## config.mk

```make
export PLATFORM = sky130hd
export DESIGN_NAME = matrix_loader
export DESIGN_NICKNAME = d
export VERILOG_FILES = /design/src/rtl/matrix_pkg.sv /design/src/rtl/mm_watchdog.sv /design/src/rtl/matrix_loader.sv
export SDC_FILE = /design/constraint.sdc
export NUM_CORES = 1
export LEC_CHECK = 0
export CORE_AREA = 2 2 145 147
export DETAILED_ROUTE_END_ITERATION = 8
export DIE_AREA = 0 0 147 149
export DONT_BUFFER_PORTS = 1
export GPL_ROUTABILITY_DRIVEN = 1
export PLACE_DENSITY = 0.7
export SLEW_MARGIN = 20
export SYNTH_ARGS = -nofsm -noshare
export SYNTH_HDL_FRONTEND = slang
export SYNTH_SLANG_ARGS = --single-unit
```

## constraint.sdc

```tcl
create_clock -name clk -period 3.1 [get_ports clk]
set_clock_uncertainty 0.1 [all_clocks]
set_input_delay 0.775 -clock clk [delete_from_list [all_inputs] [get_ports clk]]
set_output_delay 0.775 -clock clk [all_outputs]
set_load 0.03 [all_outputs]
```

## src/rtl/matrix_pkg.sv

```systemverilog
// Shared constants, matrix storage type and loader state encoding.
package matrix_pkg;

  localparam int MAT_N       = 4;
  localparam int MAT_ELEMS   = MAT_N * MAT_N;
  localparam int ELEM_W      = 8;
  localparam int FRAME_BEATS = 2 * MAT_ELEMS;
  localparam int IDX_W       = $clog2(FRAME_BEATS);
  localparam int MAT_W       = MAT_ELEMS * ELEM_W;

  typedef enum logic [1:0] {
    ST_LOAD     = 2'd0,
    ST_START    = 2'd1,
    ST_WAIT_CLR = 2'd2
  } state_e;

  // Element n sits at bits [8n+7:8n], row-major.
  typedef logic [MAT_ELEMS-1:0][ELEM_W-1:0] mat_t;

  // True when idx addresses the last beat of a frame (last element of B).
  function automatic logic is_final_beat(input logic [IDX_W-1:0] idx);
    return idx == IDX_W'(FRAME_BEATS - 1);
  endfunction

endpackage

```

## src/rtl/mm_watchdog.sv

```systemverilog
// Counts cycles while enabled; flags expiry on the TIMEOUT_CYCLES-th enabled cycle.
module mm_watchdog #(
  parameter int TIMEOUT_CYCLES = 1024
) (
  input  logic clk,
  input  logic rst_n,
  input  logic enable,
  input  logic clear,
  output logic expired
);

  localparam int CNT_W = $clog2(TIMEOUT_CYCLES + 1);

  logic [CNT_W-1:0] cnt_q, cnt_d;

  // Next count: clear dominates, otherwise count enabled cycles.
  always_comb begin
    cnt_d = cnt_q;
    if (clear)       cnt_d = '0;
    else if (enable) cnt_d = cnt_q + CNT_W'(1);
  end

  // Count register.
  always_ff @(posedge clk or negedge rst_n) begin
    if (!rst_n) cnt_q <= '0;
    else        cnt_q <= cnt_d;
  end

  // cnt_q holds the number of enabled cycles already elapsed, so the
  // TIMEOUT_CYCLES-th enabled cycle sees TIMEOUT_CYCLES-1.
  assign expired = enable && !clear && (cnt_q >= CNT_W'(TIMEOUT_CYCLES - 1));

endmodule

```

## src/rtl/matrix_loader.sv

```systemverilog
// Loads a 32-byte frame into matrices A and B, then handshakes with the
// multiplier (mm_start / mm_done) under a watchdog timeout.
// Optional: MATRIX_LOADER_FRAME_CHECK_EN enables s_last framing checks.
module matrix_loader
  import matrix_pkg::*;
#(
  parameter int TIMEOUT_CYCLES = 1024
) (
  input  logic             clk,
  input  logic             rst_n,
  input  logic             s_valid,
  output logic             s_ready,
  input  logic [ELEM_W-1:0] s_data,
  input  logic             s_last,
  output logic [MAT_W-1:0] mat_a,
  output logic [MAT_W-1:0] mat_b,
  output logic             mm_start,
  input  logic             mm_done,
  output logic             busy,
  input  logic             err_clr,
  output logic             err_timeout,
  output logic             frame_err
);

  state_e            state_q, state_d;
  logic [IDX_W-1:0]  idx_q, idx_d;
  mat_t              mat_a_q, mat_a_d;
  mat_t              mat_b_q, mat_b_d;
  logic              s_ready_q, s_ready_d;
  logic              err_q, err_d;
  logic              err_set;
  logic              beat_acc;
  logic              last_beat;
  logic              wd_expired;

  assign beat_acc = s_valid && s_ready_q;

  mm_watchdog #(.TIMEOUT_CYCLES(TIMEOUT_CYCLES)) u_wd (
    .clk     (clk),
    .rst_n   (rst_n),
    .enable  (state_q == ST_START),
    .clear   (state_q != ST_START),
    .expired (wd_expired)
  );

`ifdef MATRIX_LOADER_FRAME_CHECK_EN
  logic frame_err_q, frame_err_d;
`else
  logic unused_s_last;
  assign unused_s_last = s_last;
`endif

  // Next-state, matrix capture and index update.
  always_comb begin
    state_d   = state_q;
    idx_d     = idx_q;
    mat_a_d   = mat_a_q;
    mat_b_d   = mat_b_q;
    err_set   = 1'b0;
    last_beat = is_final_beat(idx_q);
`ifdef MATRIX_LOADER_FRAME_CHECK_EN
    frame_err_d = 1'b0;
`endif
    case (state_q)
      ST_LOAD: begin
        if (beat_acc) begin
          // idx[4] picks the matrix, idx[3:0] the element.
          if (!idx_q[IDX_W-1]) mat_a_d[idx_q[IDX_W-2:0]] = s_data;
          else                 mat_b_d[idx_q[IDX_W-2:0]] = s_data;
          idx_d = idx_q + IDX_W'(1);
`ifdef MATRIX_LOADER_FRAME_CHECK_EN
          if (s_last != last_beat) begin
            // Misframed stream: drop the frame, resync at element 0 of A.
            frame_err_d = 1'b1;
            idx_d       = '0;
          end else if (last_beat) begin
            idx_d   = '0;
            state_d = ST_START;
          end
`else
          if (last_beat) begin
            idx_d   = '0;
            state_d = ST_START;
          end
`endif
        end
      end
      ST_START: begin
        // A real completion wins over a same-cycle timeout.
        if (mm_done) begin
          state_d = ST_WAIT_CLR;
        end else if (wd_expired) begin
          state_d = ST_WAIT_CLR;
          err_set = 1'b1;
        end
      end
      ST_WAIT_CLR: begin
        if (!mm_done) state_d = ST_LOAD;
      end
      default: state_d = ST_LOAD;
    endcase
  end

  // Sticky timeout flag: a new timeout beats a coincident clear.
  always_comb begin
    err_d = err_q;
    if (err_set)      err_d = 1'b1;
    else if (err_clr) err_d = 1'b0;
  end

  // s_ready is registered so it stays low during reset and rises on the
  // first edge after release.
  always_comb begin
    s_ready_d = (state_d == ST_LOAD);
  end

  // State and datapath registers.
  always_ff @(posedge clk or negedge rst_n) begin
    if (!rst_n) begin
      state_q   <= ST_LOAD;
      idx_q     <= '0;
      mat_a_q   <= '0;
      mat_b_q   <= '0;
      s_ready_q <= 1'b0;
      err_q     <= 1'b0;
    end else begin
      state_q   <= state_d;
      idx_q     <= idx_d;
      mat_a_q   <= mat_a_d;
      mat_b_q   <= mat_b_d;
      s_ready_q <= s_ready_d;
      err_q     <= err_d;
    end
  end

`ifdef MATRIX_LOADER_FRAME_CHECK_EN
  // One-cycle frame error pulse.
  always_ff @(posedge clk or negedge rst_n) begin
    if (!rst_n) frame_err_q <= 1'b0;
    else        frame_err_q <= frame_err_d;
  end
  assign frame_err = frame_err_q;
`else
  assign frame_err = 1'b0;
`endif

  assign s_ready     = s_ready_q;
  assign mat_a       = mat_a_q;
  assign mat_b       = mat_b_q;
  assign mm_start    = (state_q == ST_START);
  assign busy        = (state_q != ST_LOAD);
  assign err_timeout = err_q;

endmodule
```

==> summary.md <==
| Metric | Value |
|---|---|
| Setup CP Type | `reg2out` |
| Final nets | `711` |
| Synth warnings | `0` |
| Global Route Usage Sum | `0.229` |
| CTS clk-pin slew, worst paths | `0.06 ns` |
| Reg2Reg Capture Point | `mat_b[32]` |
| CP required | `2.22 ns` |
| Initial antenna violation count | `0` |
| R2R setup slack | `0.65 ns` |
| Gate Count Post-Synth | `695` |
| Register area share after synthesis | `0.626` |
| F_max | `0.393 GHz` |
| Filler cells | `1,560` |
| Count of final hold-check violations | `276` |
| P per Cell Area | `1140 nW/um2` |
| RSZ-0062 raised after global routing | `no` |
| # Max-Cap Violations | `0` |
| CTS tree | `yes` |
| Static Leak | `5.83 nW` |
| CTS root buf | `clkbuf_16` |
| CP Launch Type | `flop` |
| WHS | `-0.151 ns` |
| Critical Path End Type | `primary output` |
| First-pass GRT wire length | `39.0 mm` |
| Average instance area after synthesis | `15.9 um2` |
| Failing checks | `negative hold slack` |
| Vias in the first global route | `6,403` |
| Main synth FF type | `dfrtp_1` |
| Core Util, Final | `0.596` |
| Die area | `21,900 um2` |
| R2R cell count | `4` |
| Routed vias/inst | `5.86` |
| Final min period | `2.55 ns` |
| Post-synth EDFFs | `0` |
| Synth-to-layout area growth | `11.1%` |
| Starting Density | `0.536` |
| Wire length per cell | `25.7 um` |
| N_diodes | `0` |
| Worst path arrival time | `1.67 ns` |
| Height of the die | `149 um` |
| Synthesized flop and latch total | `276` |
| Ys async rst share | `1.00` |
| Slew margin rel. | `0.543` |
| Initial DRC Count | `261` |
| Pre-antenna DRT Iters | `4` |
| Setup TNS | `0 ns` |
| Dpl hpwl | `16.2 mm` |
| Endpoints failing setup | `0` |
| H-Tree Depth | `1` |
| # clock sinks | `276` |
| CP max FO | `12` |
| Cts bufs inserted | `28` |
| Largest net degree at the start of global routing | `277` |
| Layout cell share with drive strength beyond 1 | `0.481` |
| Worst R2R Start | `state_q[0]` |
| Rows | `53` |
| Hold crit path type | `in2async` |
| Grt total ovfl | `0` |
| Routed WL | `25.4 mm` |
| I/O Pins | `275` |
| Max Slew Vio Count | `0` |
| Period utilisation layout | `0.821` |
| Status | `finished with violations` |
| Net Count, Synth | `715` |
| Via count | `5,794` |
| DR DRC count | `0` |
| Worst-Margin Slew | `0.676 ns` |
| PortBufs | `0` |
| Clk buf depth | `3` |
| Post-CTS Setup Inserts | `0` |
| Remaining antenna violation count | `0` |
| Die extent in x | `147 um` |
| Worst-Skew Late Latency | `0.53 ns` |
| Post_cts resized | `0` |
| Peak VDD IR | `0.635 mV` |
| Core Footprint | `20,600 um2` |
| RePlAce Congestion | `0.758` |
| Cell Area, Synth | `11,000 um2` |
| Cell variety after synth | `47` |
==> critical path, cell delays in order (launching register included) <==
cell	delay (ns)
dfrtp_1	0.40
nand2b_1	0.34
inv_1	0.40
==> cells in the mapped netlist, types with 3 or more instances <==
| library cell | number | area, um2 |
|---|---|---|
| buf_2 | 3 | 15.0 |
| mux2_2 | 254 | 2860 |
| a21oi_1 | 6 | 30.0 |
| buf_4 | 5 | 37.5 |
| nand2b_1 | 6 | 37.5 |
| nand2_1 | 13 | 48.8 |
| nor3_4 | 12 | 195 |
| o31ai_1 | 3 | 22.5 |
| nand3_2 | 12 | 120 |
| xnor2_1 | 3 | 26.3 |
| clkbuf_1 | 26 | 97.6 |
| nand3_1 | 6 | 30.0 |
| dfrtp_1 | 276 | 6910 |
| inv_1 | 4 | 15.0 |
| nor2_1 | 5 | 18.8 |
| buf_6 | 3 | 33.8 |
| o21ai_0 | 7 | 35.0 |
| nor2b_1 | 4 | 25.0 |
| ha_1 | 6 | 75.1 |
| nor3b_4 | 4 | 75.1 |
==> cells by family after synthesis <==
| logic type | share of synthesized area |
|---|---|
| AOI/OAI and AO/OA | 0.0138 |
| xor gates and xnor gates | 0.00238 |
| adders and majority gates | 0.00681 |
| buffers and inverters | 0.0184 |
| DFF | 0.626 |
| muxes | 0.261 |
| other | 0.000340 |
| and+or+nand+nor | 0.0705 |
==> report_power, final <==
group / internal, W / switching, W
Sequential: 0.00486 / 0.00367
Combinational: 0.00110 / 0.000700
Clock: 0.00229 / 0.00137
==> cells in the final DEF, fill, tap and decap left out, types with 5 or more instances in the layout <==
cell	count
a21oi_1	6
nand3_2	12
mux2_2	254
nand2_1	13
clkbuf_8	9
ha_1	6
nor3_4	12
nand3_1	6
clkbuf_1	5
dfrtp_1	276
nand2b_1	6
clkbuf_16	28
bufinv_16	5
o21ai_0	7
nor2_1	5
==> area by class of cell <==
| type | count | area, um2 | share of cell area |
|---|---|---|---|
| clock inverter | 10 | 193 | 0.0157 |
| sequential | 276 | 6910 | 0.564 |
| clock buffer | 42 | 843 | 0.0688 |
| tap | 275 | 344 | 0.0281 |
| multi-input combinational | 377 | 3920 | 0.320 |
| timing repair buffer | 4 | 30.0 | 0.00245 |
| inverter | 4 | 15.0 | 0.00123 |
==> registers in the layout, indices dropped and copies added, names as in the netlist <==
signal	cells
u_wd.cnt_q	11
s_ready	1
mat_b	128
state_q	2
idx_q	5
mat_a	128
err_timeout	1
==> worst max-delay path by stage <==
stage	start	to	slack, ns	cells after the start
after detailed placement	s_valid	mat_b[65]	0.43	4
after floorplan	s_valid	mat_a[100]	1.04	4
after global placement	s_valid	mat_b[64]	0.48	4
after global routing	state_q[1]	mm_start	0.43	2
after CTS	state_q[1]	mm_start	0.52	2
final	state_q[1]	mm_start	0.55	2
==> per-layer routing <==
metal / track usage / routed length [um] / vias to the layer above
met1: 0.274 / 9510 / 3057
met2: 0.389 / 12600 / 234
met5: 0 / 0 / -
met4: 0.0688 / 624 / 0
met3: 0.0893 / 2620 / 45
li1: - / - / 2458
==> metrics by stage <==
| stage | worst slack (ns) | total power [W] | instances | area (um2) |
|---|---|---|---|---|
| after floorplan | 1.04 | 0.00979 | 695 | 11000 |
| after global placement | 0.478 | 0.0102 | 936 | 11200 |
| after detailed placement | 0.433 | 0.0104 | 936 | 11200 |
| after CTS | 0.519 | 0.0141 | 988 | 12300 |
| after global routing | 0.430 | 0.0145 | 988 | 12300 |
| final | 0.554 | 0.0140 | 988 | 12300 |
Power figures use the tool's default switching activity.
